==> config.mk <==
export PLATFORM = sky130hd
export DESIGN_NAME = mem_port_arbiter_flat
export DESIGN_NICKNAME = d
export VERILOG_FILES = /design/src/rtl/mem_port_arbiter_if.sv /design/src/rtl/mem_port_arbiter.sv /design/src/flat_wrapper.sv
export SDC_FILE = /design/constraint.sdc
export NUM_CORES = 1
export LEC_CHECK = 0
export ABC_AREA = 1
export BUFFER_PORTS_ARGS = -buffer_cell sky130_fd_sc_hd__buf_2
export CAP_MARGIN = 20
export CORE_AREA = 2 2 109 111
export CTS_CLUSTER_SIZE = 16
export DETAILED_ROUTE_END_ITERATION = 10
export DIE_AREA = 0 0 111 113
export PLACE_DENSITY_LB_ADDON = 0.3
export SYNTH_ARGS = -nofsm -noshare
export SYNTH_HDL_FRONTEND = slang
export SYNTH_SLANG_ARGS = --single-unit
==> constraint.sdc <==
create_clock -name req -period 4.7 [get_ports req]
set_input_delay 0.705 -clock req [delete_from_list [all_inputs] [get_ports req]]
set_output_delay 0.705 -clock req [all_outputs]
set_load 0.02 [all_outputs]
==> src/rtl/mem_port_arbiter_if.sv <==
// Bus bundle for the shared memory port arbiter: fetch, LSU and RAM sides.
// The slave modport is the arbiter's view; master is the environment's.
interface mem_port_arbiter_if #(
  parameter int ADDR_W = 32,
  parameter int DATA_W = 32
);
  logic              instr_req_in;
  logic [ADDR_W-1:0] instr_addr_in;
  logic              instr_gnt_o;
  logic              instr_rvalid_o;
  logic [DATA_W-1:0] instr_rdata_o;

  logic                instr_unused_pad;

  logic                data_req_in;
  logic [ADDR_W-1:0]   data_add_in;
  logic                data_we_in;
  logic [DATA_W/8-1:0] data_be_in;
  logic [DATA_W-1:0]   data_wdata_in;
  logic                data_gnt_o;
  logic                data_rvalid_o;
  logic [DATA_W-1:0]   data_rdata_o;

  logic                mem_req_o;
  logic [ADDR_W-1:0]   mem_add_o;
  logic                mem_we_o;
  logic [DATA_W/8-1:0] mem_be_o;
  logic [DATA_W-1:0]   mem_wdata_o;
  logic                mem_gnt_in;
  logic                mem_rvalid_in;
  logic [DATA_W-1:0]   mem_rdata_in;

  logic err_o;

  modport slave (
    input  instr_req_in, instr_addr_in,
    input  data_req_in, data_add_in,
    input  data_we_in, data_be_in,
    input  data_wdata_in,
    input  mem_gnt_in, mem_rvalid_in,
    input  mem_rdata_in,
    output instr_gnt_o, instr_rvalid_o,
    output instr_rdata_o,
    output data_gnt_o, data_rvalid_o,
    output data_rdata_o,
    output mem_req_o, mem_add_o,
    output mem_we_o, mem_be_o,
    output mem_wdata_o, err_o
  );

  modport master (
    output instr_req_in, instr_addr_in,
    output data_req_in, data_add_in,
    output data_we_in, data_be_in,
    output data_wdata_in,
    output mem_gnt_in, mem_rvalid_in,
    output mem_rdata_in,
    input  instr_gnt_o, instr_rvalid_o,
    input  instr_rdata_o,
    input  data_gnt_o, data_rvalid_o,
    input  data_rdata_o,
    input  mem_req_o, mem_add_o,
    input  mem_we_o, mem_be_o,
    input  mem_wdata_o, err_o
  );
endinterface

==> src/rtl/mem_port_arbiter.sv <==
// Shares one RAM port between fetch and LSU with data-first priority,
// a fetch starvation guard and in-order response routing.
module mem_port_arbiter #(
  parameter int ADDR_W          = 32,
  parameter int DATA_W          = 32,
  parameter int MAX_OUTSTANDING = 2,
  parameter int STARVE_LIMIT    = 4
) (
  input logic req,
  input logic reset,
  mem_port_arbiter_if.slave bus
);

  localparam int BE_W = DATA_W / 8;
  localparam int PW =
    (MAX_OUTSTANDING > 1) ? $clog2(MAX_OUTSTANDING) : 1;
  localparam int CW = $clog2(MAX_OUTSTANDING + 1);
  localparam int SW = $clog2(STARVE_LIMIT + 1);

  typedef enum logic [1:0] {
    IDLE,
    HOLD_I,
    HOLD_D
  } state_e;

  state_e state_q, state_d;

  logic [PW-1:0]              wptr_q, wptr_d;
  logic [PW-1:0]              rptr_q, rptr_d;
  logic [CW-1:0]              cnt_q, cnt_d;
  logic [MAX_OUTSTANDING-1:0] src_q, src_d;
  logic [SW-1:0]              starve_q, starve_d;
  logic                       err_q, err_d;

  logic full, empty, starve_pri;
  logic sel_i, sel_d, acc, acc_i;
  logic push, pop, head;

  function automatic logic [PW-1:0] ptr_inc(
    input logic [PW-1:0] p
  );
    if (p == PW'(MAX_OUTSTANDING - 1)) return '0;
    return PW'(p + 1'b1);
  endfunction

  always_comb begin
    full  = (cnt_q == CW'(MAX_OUTSTANDING));
    empty = (cnt_q == '0);
    starve_pri = (starve_q == SW'(STARVE_LIMIT))
               & bus.instr_req_in;

    sel_i = 1'b0;
    sel_d = 1'b0;
    if (reset && !full) begin
      unique case (state_q)
        IDLE: begin
          if (bus.data_req_in && !starve_pri)
            sel_d = 1'b1;
          else if (bus.instr_req_in)
            sel_i = 1'b1;
        end
        HOLD_I:  sel_i = bus.instr_req_in;
        HOLD_D:  sel_d = bus.data_req_in;
        default: ;
      endcase
    end

    bus.mem_req_o   = sel_i | sel_d;
    bus.mem_add_o   = '0;
    bus.mem_we_o    = 1'b0;
    bus.mem_be_o    = '0;
    bus.mem_wdata_o = '0;
    unique case (1'b1)
      sel_i: begin
        bus.mem_add_o = bus.instr_addr_in;
        bus.mem_be_o  = {BE_W{1'b1}};
      end
      sel_d: begin
        bus.mem_add_o   = bus.data_add_in;
        bus.mem_we_o    = bus.data_we_in;
        bus.mem_be_o    = bus.data_be_in;
        bus.mem_wdata_o = bus.data_wdata_in;
      end
      default: ;
    endcase

    acc   = bus.mem_req_o & bus.mem_gnt_in;
    acc_i = acc & sel_i;
    bus.instr_gnt_o = acc_i;
    bus.data_gnt_o  = acc & sel_d;

    // Empty FIFO blocks the pop, so reset also silences rvalid.
    push = acc;
    pop  = bus.mem_rvalid_in & ~empty;
    head = src_q[rptr_q];
    bus.instr_rvalid_o = pop & ~head;
    bus.data_rvalid_o  = pop & head;
    bus.instr_rdata_o  = bus.mem_rdata_in;
    bus.data_rdata_o   = bus.mem_rdata_in;

    state_d = state_q;
    unique case (state_q)
      IDLE: begin
        if (sel_i && !bus.mem_gnt_in)
          state_d = HOLD_I;
        else if (sel_d && !bus.mem_gnt_in)
          state_d = HOLD_D;
      end
      HOLD_I: begin
        if (acc || (!full && !bus.instr_req_in))
          state_d = IDLE;
      end
      HOLD_D: begin
        if (acc || (!full && !bus.data_req_in))
          state_d = IDLE;
      end
      default: state_d = IDLE;
    endcase

    src_d  = src_q;
    wptr_d = wptr_q;
    rptr_d = rptr_q;
    if (push) begin
      src_d[wptr_q] = sel_d;
      wptr_d = ptr_inc(wptr_q);
    end
    if (pop) rptr_d = ptr_inc(rptr_q);

    cnt_d = cnt_q;
    unique case ({push, pop})
      2'b10:   cnt_d = CW'(cnt_q + 1'b1);
      2'b01:   cnt_d = CW'(cnt_q - 1'b1);
      default: ;
    endcase

    starve_d = starve_q;
    if (!bus.instr_req_in || acc_i)
      starve_d = '0;
    else if (starve_q != SW'(STARVE_LIMIT))
      starve_d = SW'(starve_q + 1'b1);

    err_d = err_q | (bus.mem_rvalid_in & empty);
  end

  assign bus.err_o = err_q;

  always_ff @(posedge req or negedge reset) begin
    if (!reset) begin
      state_q  <= IDLE;
      wptr_q   <= '0;
      rptr_q   <= '0;
      cnt_q    <= '0;
      src_q    <= '0;
      starve_q <= '0;
      err_q    <= 1'b0;
    end else begin
      state_q  <= state_d;
      wptr_q   <= wptr_d;
      rptr_q   <= rptr_d;
      cnt_q    <= cnt_d;
      src_q    <= src_d;
      starve_q <= starve_d;
      err_q    <= err_d;
    end
  end

endmodule

==> src/flat_wrapper.sv <==
// flat-port wrapper written by rule: the top's interface ports become plain ports
module mem_port_arbiter_flat 
#(
  parameter int ADDR_W          = 32,
  parameter int DATA_W          = 32,
  parameter int MAX_OUTSTANDING = 2,
  parameter int STARVE_LIMIT    = 4
)
  (req, reset, bus_instr_req_in, bus_instr_addr_in, bus_data_req_in, bus_data_add_in, bus_data_we_in, bus_data_be_in, bus_data_wdata_in, bus_mem_gnt_in, bus_mem_rvalid_in, bus_mem_rdata_in, bus_instr_gnt_o, bus_instr_rvalid_o, bus_instr_rdata_o, bus_data_gnt_o, bus_data_rvalid_o, bus_data_rdata_o, bus_mem_req_o, bus_mem_add_o, bus_mem_we_o, bus_mem_be_o, bus_mem_wdata_o, bus_err_o);
  mem_port_arbiter_if #(.ADDR_W(ADDR_W), .DATA_W(DATA_W)) bus_i ();
  input logic req;
  input logic reset;
  input wire logic [$bits(bus_i.instr_req_in)-1:0] bus_instr_req_in;
  input wire logic [$bits(bus_i.instr_addr_in)-1:0] bus_instr_addr_in;
  input wire logic [$bits(bus_i.data_req_in)-1:0] bus_data_req_in;
  input wire logic [$bits(bus_i.data_add_in)-1:0] bus_data_add_in;
  input wire logic [$bits(bus_i.data_we_in)-1:0] bus_data_we_in;
  input wire logic [$bits(bus_i.data_be_in)-1:0] bus_data_be_in;
  input wire logic [$bits(bus_i.data_wdata_in)-1:0] bus_data_wdata_in;
  input wire logic [$bits(bus_i.mem_gnt_in)-1:0] bus_mem_gnt_in;
  input wire logic [$bits(bus_i.mem_rvalid_in)-1:0] bus_mem_rvalid_in;
  input wire logic [$bits(bus_i.mem_rdata_in)-1:0] bus_mem_rdata_in;
  output wire logic [$bits(bus_i.instr_gnt_o)-1:0] bus_instr_gnt_o;
  output wire logic [$bits(bus_i.instr_rvalid_o)-1:0] bus_instr_rvalid_o;
  output wire logic [$bits(bus_i.instr_rdata_o)-1:0] bus_instr_rdata_o;
  output wire logic [$bits(bus_i.data_gnt_o)-1:0] bus_data_gnt_o;
  output wire logic [$bits(bus_i.data_rvalid_o)-1:0] bus_data_rvalid_o;
  output wire logic [$bits(bus_i.data_rdata_o)-1:0] bus_data_rdata_o;
  output wire logic [$bits(bus_i.mem_req_o)-1:0] bus_mem_req_o;
  output wire logic [$bits(bus_i.mem_add_o)-1:0] bus_mem_add_o;
  output wire logic [$bits(bus_i.mem_we_o)-1:0] bus_mem_we_o;
  output wire logic [$bits(bus_i.mem_be_o)-1:0] bus_mem_be_o;
  output wire logic [$bits(bus_i.mem_wdata_o)-1:0] bus_mem_wdata_o;
  output wire logic [$bits(bus_i.err_o)-1:0] bus_err_o;
  assign bus_i.instr_req_in = bus_instr_req_in;
  assign bus_i.instr_addr_in = bus_instr_addr_in;
  assign bus_i.data_req_in = bus_data_req_in;
  assign bus_i.data_add_in = bus_data_add_in;
  assign bus_i.data_we_in = bus_data_we_in;
  assign bus_i.data_be_in = bus_data_be_in;
  assign bus_i.data_wdata_in = bus_data_wdata_in;
  assign bus_i.mem_gnt_in = bus_mem_gnt_in;
  assign bus_i.mem_rvalid_in = bus_mem_rvalid_in;
  assign bus_i.mem_rdata_in = bus_mem_rdata_in;
  assign bus_instr_gnt_o = bus_i.instr_gnt_o;
  assign bus_instr_rvalid_o = bus_i.instr_rvalid_o;
  assign bus_instr_rdata_o = bus_i.instr_rdata_o;
  assign bus_data_gnt_o = bus_i.data_gnt_o;
  assign bus_data_rvalid_o = bus_i.data_rvalid_o;
  assign bus_data_rdata_o = bus_i.data_rdata_o;
  assign bus_mem_req_o = bus_i.mem_req_o;
  assign bus_mem_add_o = bus_i.mem_add_o;
  assign bus_mem_we_o = bus_i.mem_we_o;
  assign bus_mem_be_o = bus_i.mem_be_o;
  assign bus_mem_wdata_o = bus_i.mem_wdata_o;
  assign bus_err_o = bus_i.err_o;
  mem_port_arbiter #(.ADDR_W(ADDR_W), .DATA_W(DATA_W), .MAX_OUTSTANDING(MAX_OUTSTANDING), .STARVE_LIMIT(STARVE_LIMIT)) u_core (.req(req), .reset(reset), .bus(bus_i));
endmodule
### After elaboration in Yosys (flattened, before gate mapping)

Index checks and enable logic that the tools add are counted.

| storage, ports and cells | value |
|---|---|
| register bits after elaboration | 12 |
| input bits | 139 |
| output and inout bits | 139 |
| word-level logic and storage cells | 89 |

| cells by class | value |
|---|---|
| add/subtract/negate cells | 5 |
| magnitude comparators | 3 |
| equal/unequal tests | 10 |
| muxes and demuxes | 32 |
| bitwise operators | 12 |
| reduce and logical (&&, ||, !) cells | 20 |

Operators by type and width:

| cell | number |
|---|---|
| $pmux W32 S2 | 1 |
| $mux W32 | 1 |
| $mux W1 | 17 |
| $and A1 B1 Y1 | 8 |
| $mux W2 | 4 |
| $pmux W4 S2 | 1 |
| $logic_and A1 B1 Y1 | 7 |
| $eq A2 B2 Y1 const B | 3 |
| $mux W3 | 2 |
| $pmux W2 S3 | 1 |
| $logic_not A1 Y1 | 5 |
| $eq A2 B1 Y1 const B | 2 |
| $logic_not A2 Y1 | 2 |
| $lt A1 B2 Y1 const B | 2 |
| $ne A2 B1 Y1 const B | 2 |
| $pmux W1 S2 | 2 |
| $pmux W2 S2 | 1 |
| $reduce_bool A2 Y1 | 2 |
| $add A3 B1 Y3 const B | 1 |
| $eq A3 B3 Y1 const B | 1 |
| $logic_or A1 B1 Y1 | 3 |
| $ne A3 B1 Y1 const B | 1 |
| $ne A3 B3 Y1 const B | 1 |
| $reduce_and A3 Y1 | 1 |
| 8 further kinds | 11 |

### Depth between registers and ports, before layout

| logic depth | value |
|---|---|
| depth in word-level cells | 12 |
| depth in mapped cells | 12 |
| gate-level depth less buffers | 12 |

### Least setup slack after synthesis

Ideal clock, no wire load.

| timing | value |
|---|---|
| kind | in2out |
| start point | in bus_data_req_in |
| end point | out bus_mem_wdata_o[10] |
| data arrival time | 1553 ps |
| required time | 3995 ps |
| path slack | 2442 ps |
| cell stages on the path | 5 |
| path buffers | 1 |
| path through | inv_1 nor2_2 nand3_4 buf_2 nor2_1 |

| between the ends | value |
|---|---|
| word-level cells in the longest chain between the ends | 5 |

Ends and longest elaborated chain:

| item | RTL line | RTL |
|---|---|---|
| start: declaration | flat_wrapper.sv:15 | `input wire logic [$bits(bus_i.data_req_in)-1:0] bus_data_req_in;` |
| $logic_and A1 B1 Y1 | mem_port_arbiter.sv:57 | `if (bus.data_req_in && !starve_pri)` |
| $mux W1 | mem_port_arbiter.sv:57 |  |
| $pmux W1 S2 * | mem_port_arbiter.sv:55 | `unique case (state_q)` |
| $mux W1 * | mem_port_arbiter.sv:54 | `if (reset && !full) begin` |
| $mux W32 * | mem_port_arbiter.sv:73 | `unique case (1'b1)` |
| end: declaration | flat_wrapper.sv:33 | `output wire logic [$bits(bus_i.mem_wdata_o)-1:0] bus_mem_wdata_o;` |

Mark *: on every way between the ends. The rest lies on a longest branch, timed or not.

### Worst setup path in the final report

| timing | value |
|---|---|
| start point | reg u_core.starve_q[0] |
| end point | out bus_mem_add_o[18] |

| between the ends | value |
|---|---|
| word-level cells in the longest chain between the ends | 8 |
| elaborated cells between the ends (all ways) | 11 |
| those cells by class | eq/ne (1); mux (7); bitwise (1); reduce/logical (2) |

Ends and longest elaborated chain:

| item | RTL line | RTL |
|---|---|---|
| start: declaration | mem_port_arbiter.sv:32 | `logic [SW-1:0] starve_q, starve_d;` |
| start signal: assignment | mem_port_arbiter.sv:162 | `starve_q <= starve_d;` |
| $eq A3 B3 Y1 * | mem_port_arbiter.sv:49 | `starve_pri = (starve_q == SW'(STARVE_LIMIT))` |
| $and A1 B1 Y1 * | mem_port_arbiter.sv:50 | `& bus.instr_req_in;` |
| $logic_not A1 Y1 * | mem_port_arbiter.sv:57 |  |
| $logic_and A1 B1 Y1 * | mem_port_arbiter.sv:57 |  |
| $mux W1 | mem_port_arbiter.sv:57 |  |
| $pmux W1 S2 | mem_port_arbiter.sv:55 |  |
| $mux W1 | mem_port_arbiter.sv:54 |  |
| $pmux W32 S2 * | mem_port_arbiter.sv:73 |  |
| end: declaration | flat_wrapper.sv:30 | `output wire logic [$bits(bus_i.mem_add_o)-1:0] bus_mem_add_o;` |

Marks and branches as above.

==> Implementation_results.wiki <==
{| class="wikitable"
! Metric !! Value
|-
| Post-route fraction of the period consumed by the critical path || 0.620
|-
| Diode insertion count for antenna repair || 0
|-
| Synthesized Nets || 476
|-
| Data required time of the critical path || 3.99 ns
|-
| I/O Pins || 278
|-
| Switching share of power || 0.507
|-
| Mapped Area || 1980 um^2
|-
| Resized Gates After CTS || 0
|-
| Worst setup path category || reg2out
|-
| First drt pass iteration count || 4
|-
| Die Width || 111 um
|-
| Clock transition at the registers of the reported paths || 0.05 ns
|-
| CTS H-Tree Depth || 1
|-
| Syn avg cell area || 5.93 um^2
|-
| Clock Tree Buf Depth || 2
|-
| Startpoint types || register
|-
| Via count of the routed design || 2345
|-
| Worst-path fanout max || 23
|-
| GRT Residual Overflow || 0
|-
| # hold bufs at CTS || 0
|-
| Maximum number of pins on one net before global-route repair || 38
|-
| Core footprint || 11300 um^2
|-
| Post-synthesis cell type count || 26
|-
| Max frequency || 0.343 GHz
|-
| Area added between synthesis and finish || 31.8%
|-
| Post-CTS setup repair buffer count || 0
|-
| Pin slew with the least headroom to its limit || 0.549 ns
|-
| Number of hold-slack violations in the final timing report || 0
|-
| Routed Antenna Nets || 0
|-
| Worst Setup Slack, final || 1.78 ns
|-
| Slew Limit Fails || 0
|-
| Cell row count || 39
|-
| Filler instances || 1300
|-
| All-layer global routing usage || 0.110
|-
| Final setup TNS || 0 ns
|-
| Max_slew headroom || 0.633
|-
| Die height || 113 um
|-
| Max Clock Skew || 0.00427 ns
|-
| Synth warnings || 0
|-
| Portion of synthesized cell area occupied by the leading cell type || 0.243
|-
| Placer Congestion || 0.837
|-
| Count of unresolved DRC violations after routing || 0
|-
| Count of max-cap constraint violations || 0
|-
| Leakage power summed over all cells || 1.81 nW
|-
| Worst path arrival time || 2.21 ns
|-
| Yosys top cell by area || sky130_fd_sc_hd__buf_4
|-
| Via count of the first global-routing pass || 2290
|-
| Fraction of layout instances using a drive strength above 1 || 0.458
|-
| Register share of total power || 0.185
|-
| Combinational share of power || 0.632
|-
| Worst IR Drop VDD || 0.123 mV
|-
| Cell types with the largest area share after synthesis || sky130_fd_sc_hd__buf_4 24%, sky130_fd_sc_hd__nand2_1 17%, sky130_fd_sc_hd__dfrtp_1 15%, sky130_fd_sc_hd__nand3_1 8.8%, sky130_fd_sc_hd__inv_1 8.7%
|-
| 1st-iter DRT viols || 114
|-
| Clock power share || 0.183
|-
| Internal power || 0.000470 W
|-
| Average routed wire per standard cell || 12.6 um
|-
| CTS tree || built
|-
| Setup Slack @ Placement || 1.73 ns
|-
| Type of element capturing the critical path || primary output
|-
| Count of input and output buffers || 181
|-
| Initial Util || 0.176
|-
| Total setup violations reported at the end of the flow || 0
|-
| Total number of nets in the final design || 588
|-
| Initial antenna violation count || 0
|-
| Status || completed
|-
| Path class of the lowest-slack min-delay path || in2async
|-
| Tmin final || 2.92 ns
|-
| Sink count of the clock tree || 12
|-
| Area enclosed by the die boundary || 12500 um^2
|-
| Vias per Instance || 3.99
|-
| Reg-to-reg setup timing slack || 2.26 ns
|-
| Final wirelength || 7.40 mm
|-
| Seq/Total Area, Yosys || 0.152
|-
| First-pass GRT wire length || 11.4 mm
|-
| RSZ-0062 raised after global routing || no
|-
| FF+latch count, synth || 12
|-
| Gate count after technology mapping || 334
|-
| Clock latency of the later-clocked register in the worst-skew pair || 0.24 ns
|-
| Cell Pwr Density || 365 nW/um^2
|-
| Total half-perimeter wirelength after legalization and detailed placement || 6.13 mm
|-
| Root Buffer Master || sky130_fd_sc_hd__clkbuf_16
|-
| Worst Hold Slack || 0.353 ns
|-
| Switching Power || 0.000483 W
|-
| Cts bufs inserted || 3
|}
-- kinds of logic (layout without fill, tap and decap cells) --
family                   Yosys count  count (layout)  share of synthesized area
AND/OR/NAND/NOR                  181             181                      0.401
buffers and inverters            125             236                      0.377
AO/OA/AOI/OAI                      9               9                     0.0335
XOR/XNOR                           4               4                     0.0177
flip-flops                        12              12                      0.152
adder cells (fa/ha/maj)            3               3                     0.0190
-- critical path, cell delays in order (launching register included) --
cell	delay [ns]
sky130_fd_sc_hd__dfrtp_1	0.39
sky130_fd_sc_hd__inv_1	0.09
sky130_fd_sc_hd__ha_1	0.16
sky130_fd_sc_hd__nand2_2	0.10
sky130_fd_sc_hd__o21ai_4	0.46
sky130_fd_sc_hd__buf_4	0.37
sky130_fd_sc_hd__nand3_1	0.12
sky130_fd_sc_hd__nand2_1	0.10
sky130_fd_sc_hd__buf_2	0.16
-- per-layer routing --
layer,vias to the layer above,part of all wire,track usage
li1,1163,-,-
met1,1029,0.41,0.139
met2,136,0.46,0.182
met3,17,0.10,0.0311
met4,0,0.020,0.0333
met5,-,0,0
-- stage by stage --
stage          utilization  cells  power, W  instance area, um^2
6_report             0.231    588  0.000953                 2610
5_1_grt              0.231    588   0.00104                 2610
4_1_cts              0.231    588  0.000970                 2610
3_5_place_dp         0.224    584  0.000788                 2520
3_3_place_gp         0.224    584  0.000779                 2520
2_1_floorplan            -    334  0.000663                 1980
-- final cells by class --
class / instances / area (um^2) / area share
Timing Repair Buffer: 183 / 921 / 0.353
Tap cell: 143 / 179 / 0.0686
Sequential cell: 12 / 300 / 0.115
Clock buffer: 4 / 88.8 / 0.0341
Multi-Input combinational cell: 197 / 933 / 0.358
Inverter: 49 / 186 / 0.0715
-- power by group through the flow --
| stage | Combinational (W) | Clock, W | Sequential (W) |
|---|---|---|---|
| 4_1_cts | 0.000613 | 0.000180 | 0.000176 |
| 6_report | 0.000602 | 0.000174 | 0.000177 |
| 3_3_place_gp | 0.000603 | 0 | 0.000176 |
| 3_5_place_dp | 0.000610 | 0 | 0.000178 |
| 5_1_grt | 0.000671 | 0.000186 | 0.000181 |
| 2_1_floorplan | 0.000492 | 0 | 0.000170 |
-- synthesized netlist by cell type (all sizes together) --
cell    number
a21boi       1
a21oi        3
a31o         1
buf         76
dfrtp       12
ha           3
inv         49
nand2       97
nand3       37
nand4        4
nor2        42
o21ai        4
or2          1
xnor2        2
xor2         2
-- worst paths after layout --
check / cells past startpoint / start / end
max: 8 / u_core.starve_q[0] / bus_mem_add_o[18]
min: 1 / reset / u_core.starve_q[0]
max reg2reg: 11 / u_core.starve_q[0] / u_core.cnt_q[1]
min reg2reg: 2 / u_core.src_q[0] / u_core.src_q[0]
max in group asynchronous: 1 / reset / u_core.rptr_q
min in group req: 2 / u_core.src_q[0] / u_core.src_q[0]
-- layout by cell type (no fill, tap or decap), types with 2 or more instances in the layout --
cell type,instances
sky130_fd_sc_hd__buf_2,181
sky130_fd_sc_hd__nand2_1,91
sky130_fd_sc_hd__inv_1,46
sky130_fd_sc_hd__nor2_1,40
sky130_fd_sc_hd__nand3_1,35
sky130_fd_sc_hd__dfrtp_1,12
sky130_fd_sc_hd__nand2_2,5
sky130_fd_sc_hd__nand4_1,4
sky130_fd_sc_hd__o21ai_0,3
sky130_fd_sc_hd__a21oi_1,3
sky130_fd_sc_hd__ha_1,3
sky130_fd_sc_hd__clkbuf_16,3
sky130_fd_sc_hd__inv_2,2
sky130_fd_sc_hd__xor2_1,2
sky130_fd_sc_hd__xnor2_1,2
sky130_fd_sc_hd__buf_4,2
-- state kept, by name (all words and copies together), names as in the netlist --
register,count
u_core.bus.err_o,1
u_core.starve_q,3
u_core.state_q,2
u_core.wptr_q,1
u_core.rptr_q,1
u_core.src_q,2
u_core.cnt_q,2
No activity file was read; power rests on OpenSTA's default activity.
